==> src/rtl/multi_nibble_adder_pkg.sv <==
// Shared definitions for the nibble-serial adder: slice width, FSM states
// and the counter-width helper.
package multi_nibble_adder_pkg;

  // Width of one arithmetic slice; operands are processed this many bits per clock.
  localparam int SLICE_W = 4;

  typedef enum logic {
    IDLE = 1'b0,
    ADD  = 1'b1
  } state_e;

  // Nibble counter width; a single-nibble build still needs a 1-bit counter.
  function automatic int cnt_width(input int nibbles);
    return (nibbles > 1) ? $clog2(nibbles) : 1;
  endfunction

endpackage : multi_nibble_adder_pkg

==> src/rtl/multi_nibble_adder_fa4.sv <==
// Combinational 4-bit full adder: the single arithmetic slice of the serial adder.
module multi_nibble_adder_fa4
  import multi_nibble_adder_pkg::*;
(
  input  logic [SLICE_W-1:0] a,
  input  logic [SLICE_W-1:0] b,
  input  logic               c_in,
  output logic [SLICE_W-1:0] s,
  output logic               c_out
);

  // Widen before adding so the carry lands in the extra top bit.
  assign {c_out, s} = {1'b0, a} + {1'b0, b} + {{SLICE_W{1'b0}}, c_in};

endmodule : multi_nibble_adder_fa4

==> src/rtl/multi_nibble_adder.sv <==
// Nibble-serial adder: one 4-bit slice is reused for NIBBLES clocks to form
// {c_out, sum} = a + b + c_in, with a one-cycle done pulse per result.
module multi_nibble_adder
  import multi_nibble_adder_pkg::*;
#(
  parameter  int NIBBLES = 4,
  localparam int W       = SLICE_W * NIBBLES
) (
  input  logic         clk,
  input  logic         rst,
  input  logic         start,
  input  logic [W-1:0] a,
  input  logic [W-1:0] b,
  input  logic         c_in,
  output logic         ready,
  output logic [W-1:0] sum,
  output logic         c_out,
  output logic         done
);

  localparam int               CNT_W    = cnt_width(NIBBLES);
  localparam logic [CNT_W-1:0] LAST_CNT = CNT_W'(NIBBLES - 1);

  state_e             state_q,  state_d;
  logic [CNT_W-1:0]   cnt_q,    cnt_d;
  logic [W-1:0]       a_sh_q,   a_sh_d;
  logic [W-1:0]       b_sh_q,   b_sh_d;
  logic [W-1:0]       sum_sh_q, sum_sh_d;
  logic               carry_q,  carry_d;
  logic [W-1:0]       sum_q,    sum_d;
  logic               c_out_q,  c_out_d;
  logic               done_q,   done_d;

  logic [SLICE_W-1:0]   slice_s;
  logic                 slice_c;
  logic [W+SLICE_W-1:0] sum_cat;
  logic [W-1:0]         sum_shifted;

  // The one and only adder: low nibbles of both operand shifters plus the carry.
  multi_nibble_adder_fa4 u_slice (
    .a     (a_sh_q[SLICE_W-1:0]),
    .b     (b_sh_q[SLICE_W-1:0]),
    .c_in  (carry_q),
    .s     (slice_s),
    .c_out (slice_c)
  );

  // New slice result enters at the top; after NIBBLES shifts the low nibble
  // computed first sits at bit 0. Concatenating first keeps this valid for W = 4.
  assign sum_cat     = {slice_s, sum_sh_q};
  assign sum_shifted = sum_cat[W+SLICE_W-1:SLICE_W];

  // Next-state and datapath control for the IDLE/ADD sequencer.
  always_comb begin
    // NOTE: every variable gets its hold value first so no path leaves it unassigned (no latches).
    state_d  = state_q;
    cnt_d    = cnt_q;
    a_sh_d   = a_sh_q;
    b_sh_d   = b_sh_q;
    sum_sh_d = sum_sh_q;
    carry_d  = carry_q;
    sum_d    = sum_q;
    c_out_d  = c_out_q;
    done_d   = 1'b0;

    unique case (state_q)
      IDLE: begin
        if (start) begin
          a_sh_d  = a;
          b_sh_d  = b;
          carry_d = c_in;
          cnt_d   = '0;
          state_d = ADD;
        end
      end
      ADD: begin
        a_sh_d   = a_sh_q >> SLICE_W;
        b_sh_d   = b_sh_q >> SLICE_W;
        sum_sh_d = sum_shifted;
        carry_d  = slice_c;
        cnt_d    = cnt_q + CNT_W'(1);
        if (cnt_q == LAST_CNT) begin
          sum_d   = sum_shifted;
          c_out_d = slice_c;
          done_d  = 1'b1;
          cnt_d   = '0;
          state_d = IDLE;
        end
      end
      default: state_d = IDLE;
    endcase
  end

  // All sequential state in one register bank with asynchronous reset.
  always_ff @(posedge clk or posedge rst) begin
    if (rst) begin
      state_q  <= IDLE;
      cnt_q    <= '0;
      a_sh_q   <= '0;
      b_sh_q   <= '0;
      sum_sh_q <= '0;
      carry_q  <= 1'b0;
      sum_q    <= '0;
      c_out_q  <= 1'b0;
      done_q   <= 1'b0;
    end else begin
      // NOTE: non-blocking so every register samples the pre-edge values of the others.
      state_q  <= state_d;
      cnt_q    <= cnt_d;
      a_sh_q   <= a_sh_d;
      b_sh_q   <= b_sh_d;
      sum_sh_q <= sum_sh_d;
      carry_q  <= carry_d;
      sum_q    <= sum_d;
      c_out_q  <= c_out_d;
      done_q   <= done_d;
    end
  end

  assign ready = (state_q == IDLE);
  assign sum   = sum_q;
  assign c_out = c_out_q;
  assign done  = done_q;

endmodule : multi_nibble_adder

==> config.mk <==
export PLATFORM = sky130hd
export DESIGN_NAME = multi_nibble_adder
export DESIGN_NICKNAME = d
export VERILOG_FILES = /design/src/rtl/multi_nibble_adder_pkg.sv /design/src/rtl/multi_nibble_adder_fa4.sv /design/src/rtl/multi_nibble_adder.sv
export SDC_FILE = /design/constraint.sdc
export NUM_CORES = 1
export LEC_CHECK = 0
export ABC_AREA = 1
export BUFFER_PORTS_ARGS = -buffer_cell sky130_fd_sc_hd__buf_2
export CORE_UTILIZATION = 30
export DETAILED_ROUTE_END_ITERATION = 16
export GPL_TIMING_DRIVEN = 0
export PLACE_DENSITY = 0.52
export SKIP_LAST_GASP = 1
export SLEW_MARGIN = 30
export SYNTH_ARGS = -nofsm -noshare
export SYNTH_HDL_FRONTEND = slang
export SYNTH_SLANG_ARGS = --single-unit
==> constraint.sdc <==
create_clock -name clk -period 5.6 [get_ports clk]
set_input_delay 0.28 -clock clk [delete_from_list [all_inputs] [get_ports clk]]
set_output_delay 0.28 -clock clk [all_outputs]
set_load 0.1 [all_outputs]
==> results of run 1 <==
-- worst max path at each step --
stage                                from  cells past startpoint                      to  slack (ns)
finish                  state_q$_DFF_PP0_                      3                   ready        3.65
global route            state_q$_DFF_PP0_                      3                   ready        3.55
CTS                     state_q$_DFF_PP0_                      3                   ready        3.61
detailed placement  a_sh_q[0]$_DFFE_PP0P_                      6     carry_q$_DFFE_PP0P_        3.80
global placement                      rst                      2  b_sh_q[14]$_DFFE_PP0P_        2.76
floorplan                             rst                      1   a_sh_q[0]$_DFFE_PP0P_        3.67
-- area by class of cell --
class                   instances  area (um2)
clock buffers                  13         149
inverters                      34         130
multi-input cells             175         888
plain buffers                  13        63.8
clock inverters                 3        15.0
repair buffers                 56         308
well taps                     108         135
fillers                       941        5420
flip-flops and latches         66        1650
-- metrics by stage --
step	hold slack, ns	setup WS, ns	std cells	area (um2)	total power (uW)
4_1_cts	0.139	3.61	468	3340	2100
3_5_place_dp	0.248	3.80	451	3170	1750
2_1_floorplan	0.401	3.67	288	2730	1520
3_3_place_gp	0.460	2.76	450	3140	1730
6_report	0.157	3.65	468	3340	2070
5_1_grt	0.155	3.55	468	3340	2210
-- worst max-delay path: cells and delay by family, from the launching register on --
family / cells / cell delay, ns
flops: 1 / 0.43
buf+inv: 3 / 0.91
-- timing repair --
action / in CTS / in global routing
endpoints found under the hold margin: 18 / 0
gates resized for setup: 0 / 0
hold buffers: 1 / 0
-- where the power goes --
group | switching [uW] | internal (uW)
combinational | 773 | 216
sequential | 84.4 | 654
clock | 169 | 171
-- metal layers --
layer  vias up  track usage, %  wire length, um
met3         6            4.32              335
met5         -               0                0
li1       1065               -                -
met2        62            22.8             2740
met1       978            19.0             3020
met4         0            6.45               82
-- state kept, by name, indices dropped and copies added (netlist names), 2 cells and up --
| signal | flops |
|---|---|
| a_sh_q | 16 |
| b_sh_q | 16 |
| sum | 16 |
| sum_sh_q | 12 |
| cnt_q | 2 |
-- kinds of logic after synthesis --
kind of cell | after synthesis
AO/OA/AOI/OAI | 53
XOR/XNOR | 1
adder cells (fa/ha/maj) | 6
buffers and inverters | 47
flip-flops | 66
AND/OR/NAND/NOR | 115
-- placed cells by master (no fill, tap or decap), drive strengths merged --
| cell type | Yosys | routed |
|---|---|---|
| nor2 | 1 | 1 |
| dfrtp | 66 | 66 |
| o211ai | 11 | 11 |
| o21ai | 28 | 28 |
| fa | 2 | 2 |
| nand2 | 103 | 103 |
| o221ai | 7 | 7 |
| xor2 | 1 | 1 |
| dlygate4sd3 | 0 | 1 |
| a21oi | 2 | 2 |
| a22o | 4 | 4 |
| clkbuf | 5 | 18 |
| ha | 4 | 4 |
| o31ai | 1 | 1 |
| inv | 33 | 33 |
| clkinv | 1 | 4 |
| buf | 8 | 63 |
| nand3 | 11 | 11 |
==> flow_summary.json, run 1 <==
{
  "slew_viol_final": 0,
  "grt_pass1_vias": 2237,
  "synth_top_area_share_pct": 60.5,
  "final_nets": 397,
  "worstSetupPathType": "reg -> out",
  "holdPathStages": 3,
  "finalCriticalPeriod_ns": 1.95,
  "synth_area_leaders": "dfrtp_1, nand2_1, o21ai_0",
  "syn_avg_cell_area_um2": 9.48,
  "synth_common_cells": "nand2_1, dfrtp_1, inv_1",
  "p_leak_uw": 0.00168,
  "synth_ff_type": "dfrtp_1",
  "arrival_ns": 1.67,
  "max_stage_delay_ns": 0.47,
  "cts.htree.levels": 3,
  "async_reset_ff_share_pct": 100,
  "ys_seq_elements": 66,
  "yosys-mux-area-fraction_pct": 0,
  "antenna_found_initial": 0,
  "hold_viol": 0,
  "utilization_pct": 38.1,
  "r2r-start": "a_sh_q[0]$_DFFE_PP0P_",
  "place.gp.congestion": 0.757,
  "crit_path_end_kind": "output port",
  "required_ns": 5.32,
  "synth_top_family_by_area": "simple AND/OR/NAND/NOR gates",
  "drive_gt1_share_pct": 22.5,
  "cts_tree": "yes",
  "cts_num_sinks": 66,
  "period_share_pct": 34.7,
  "setup_tns_ns": 0,
  "start_util_pct": 31.2,
  "fmax_mhz": 514,
  "yosysSeqAreaShare_pct": 60.5,
  "cp_cell_sequence": "inv_2, buf_2, buf_2",
  "clockRootBuffer": "clkbuf_8",
  "die_w_um": 97.4,
  "antenna_cells": 0,
  "grt.overflow.total": 0,
  "worstReg2RegEnd": "carry_q$_DFFE_PP0P_",
  "synth_nets": 330,
  "ff2ff_path_depth": 6,
  "synth_edf_count": 0,
  "hold_class": "in -> reg",
  "tightest_slew_ns": 0.530,
  "synth_most_common_cell": "nand2_1",
  "area_growth_pct": 22.3,
  "synth_adder_area_share_pct": 3.30,
  "cts_buffers": 9,
  "detail_route.vias_per_cell": 4.51,
  "vias": 2111,
  "fp.dieArea_um2": 9490,
  "slew_headroom_pct": 64.7,
  "track_usage_pct": 14.7,
  "syn_inst": 288,
  "clock_skew_ns": 0.00784,
  "cts.path.max_buffers": 2,
  "hp-start": "b[6]",
  "synth_compound_area_share_pct": 12.3,
  "core.rowCount": 34,
  "synth_simple_gate_area_share_pct": 16.6,
  "ys_warn_count": 0,
  "cts_setup_buffers": 0,
  "p_per_area_nw_per_um2": 619,
  "regToRegSetupSlack_ns": 3.82,
  "cp_slowest_cell": "buf_2",
  "ant_nets": 0,
  "grt_max_degree": 49,
  "io_pins": 55,
  "yosysTopAreaCell": "dfrtp_1",
  "first_pass_iters": 4,
  "portBuffers": 54,
  "insertion_delay_ns": 0.33,
  "synth_cell_types": 21,
  "clk_pin_slew_worst_paths_ns": 0.07,
  "die_h_um": 97.4,
  "rsz0062_at_grt": "no",
  "drv_cap": 0,
  "synthXorXnorAreaFrac_pct": 0.321,
  "netlist_area_um2": 2730,
  "hpwl_mm": 4.40,
  "crit_top_cell": "buf_2",
  "grt_pass1_wl_mm": 10.8,
  "post-route-drc-count": 0,
  "avgRoutedWirePerCell_um": 13.2,
  "core_um2": 8760,
  "cp_max_fo": 10,
  "finalSetupViolations": 0,
  "hold-path-endpoint": "b_sh_q[6]$_DFFE_PP0P_",
  "routed_wl_mm": 6.18,
  "first_iter_violations": 55,
  "start_kind": "flop",
  "vdd_drop_max_mv": 0.246,
  "outcome": "completed"
}
Power figures use the tool's default switching activity.
==> inputs of run 2 (changes only) <==
==> constraint.sdc (replaced) <==
create_clock -name clk -period 1.8 [get_ports clk]
set_input_delay 0.09 -clock clk [delete_from_list [all_inputs] [get_ports clk]]
set_output_delay 0.09 -clock clk [all_outputs]
set_load 0.1 [all_outputs]
==> run 2 against run 1 <==
Net effect:
- power grew to 3.2 times the previous value
- count of clock-buffer cells in the layout unchanged
- combinational power grew to 3.2 times the previous value
- die area did not move
- critical path type is now reg -> reg
==> flow_summary.json, run 2 (synthesis gave the netlist of run 1 again) <==
{
  "finalSetupViolations": 0,
  "holdPathStages": 3,
  "die_h_um": 97.4,
  "cts_tree": "yes",
  "clk_pin_slew_worst_paths_ns": 0.07,
  "hold_class": "in -> reg",
  "first_iter_violations": 73,
  "ff2ff_path_depth": 5,
  "clock_skew_ns": 0.00813,
  "mostFrequentLayoutCell": "nand2_1",
  "first_pass_iters": 4,
  "clockRootBuffer": "clkbuf_8",
  "ant_nets": 0,
  "p_per_area_nw_per_um2": 1780,
  "arrival_ns": 1.95,
  "final_nets": 429,
  "outcome": "completed",
  "track_usage_pct": 15.7,
  "finalCriticalPeriod_ns": 1.74,
  "insertion_delay_ns": 0.34,
  "avgRoutedWirePerCell_um": 13.3,
  "io_pins": 55,
  "tightest_slew_ns": 0.544,
  "cts.path.max_buffers": 2,
  "grt_max_degree": 49,
  "fillers": 906,
  "period_share_pct": 96.8,
  "slew_headroom_pct": 63.7,
  "rsz0062_at_grt": "yes",
  "cp_max_fo": 2,
  "fp.dieArea_um2": 9490,
  "cts_num_sinks": 66,
  "die_w_um": 97.4,
  "fmax_mhz": 574,
  "post-route-drc-count": 0,
  "utilization_pct": 41.8,
  "grt_pass1_wl_mm": 11.5,
  "grt_pass1_vias": 2430,
  "required_ns": 2.01,
  "portBuffers": 54,
  "routed_wl_mm": 6.66,
  "place.gp.congestion": 0.757,
  "antenna_found_initial": 0,
  "drive_gt1_share_pct": 20.7,
  "hold_viol": 0,
  "worstSetupPathType": "reg -> reg",
  "hpwl_mm": 4.40,
  "grt.overflow.total": 0,
  "cts_buffers": 9,
  "drv_cap": 0,
  "area_growth_pct": 34.1,
  "cts.htree.levels": 3,
  "core.rowCount": 34,
  "vias": 2291,
  "cts_setup_buffers": 0,
  "layout_common_cells": "nand2_1, dfrtp_1, buf_2",
  "detail_route.vias_per_cell": 4.58,
  "start_util_pct": 31.2,
  "p_leak_uw": 0.00182,
  "core_um2": 8760,
  "vdd_drop_max_mv": 0.850,
  "setup_tns_ns": 0,
  "crit_path_end_kind": "flop",
  "start_kind": "flop",
  "slew_viol_final": 0,
  "antenna_cells": 0
}
==> run 2: cell types whose count changed in the layout (fill, tap and decap cells not counted), sizes merged <==
cell         before  now
dlygate4sd3       1   33
==> run 2: repair_timing <==
action	4_1_cts	5_1_grt
hold buffers	33	0
setup endpoints to repair	2	4
resized for setup	2	0
hold endpoints to repair	50	0
==> run 2: metrics by stage <==
stage	area, um2	hold slack, ns	instances	power, uW	setup WS [ns]
final	3660	0.0103	500	6530	0.0569
after global routing	3660	0.0259	500	6970	-0.0508
after CTS	3660	0.00892	500	6590	0.0626
after detailed placement	3170	0.0578	451	5440	-0.00186
after global placement	3140	0.301	450	5380	-0.853
after floorplan	2730	0.211	288	4740	0.0552
==> run 2: metal layers <==
metal | up-vias | global-route usage [%] | share of wire, %
met5 | - | 0 | 0
met4 | 0 | 6.45 | 2.3
met3 | 13 | 4.17 | 4.3
met2 | 59 | 25.8 | 46
met1 | 1087 | 19.5 | 47
li1 | 1132 | - | -
==> run 2: worst paths after layout <==
| kind | slack [ns] | start | endpoint |
|---|---|---|---|
| min in group asynchronous | 0.24 | rst | sum_sh_q[4]$_DFFE_PP0P_ |
| min reg2reg | 0.47 | c_out$_DFFE_PP0P_ | c_out$_DFFE_PP0P_ |
| max in group asynchronous | 1.04 | rst | c_out$_DFFE_PP0P_ |
| min | 0.01 | c_in | carry_q$_DFFE_PP0P_ |
| max reg2reg | 0.06 | a_sh_q[0]$_DFFE_PP0P_ | sum_sh_q[14]$_DFFE_PP0P_ |
| max | 0.06 | a_sh_q[0]$_DFFE_PP0P_ | sum_sh_q[14]$_DFFE_PP0P_ |
==> run 2: layout make-up <==
| type | count | area (um2) | area share (%) |
|---|---|---|---|
| buffer | 13 | 63.8 | 1.74 |
| clock buffer | 13 | 149 | 4.06 |
| clock inverter | 3 | 15.0 | 0.410 |
| inverter | 34 | 130 | 3.55 |
| timing repair buffer | 88 | 631 | 17.2 |
| sequential | 66 | 1650 | 45.1 |
| multi-input combinational | 175 | 888 | 24.2 |
| tap | 108 | 135 | 3.69 |
==> run 2: worst max-delay path, cell delays in order (launching register included) <==
cell and delay [ns]:
dfrtp_1 0.32, inv_1 0.06, fa_1 0.46, fa_1 0.41, xor2_1 0.25, o21ai_0 0.11
==> run 2: where the power goes <==
| group | total (uW) | leakage, uW | internal, uW | switching [uW] |
|---|---|---|---|---|
| clock network | 1070 | 0.0000872 | 532 | 537 |
| logic | 3160 | 0.000865 | 724 | 2440 |
| registers | 2300 | 0.000864 | 2030 | 264 |
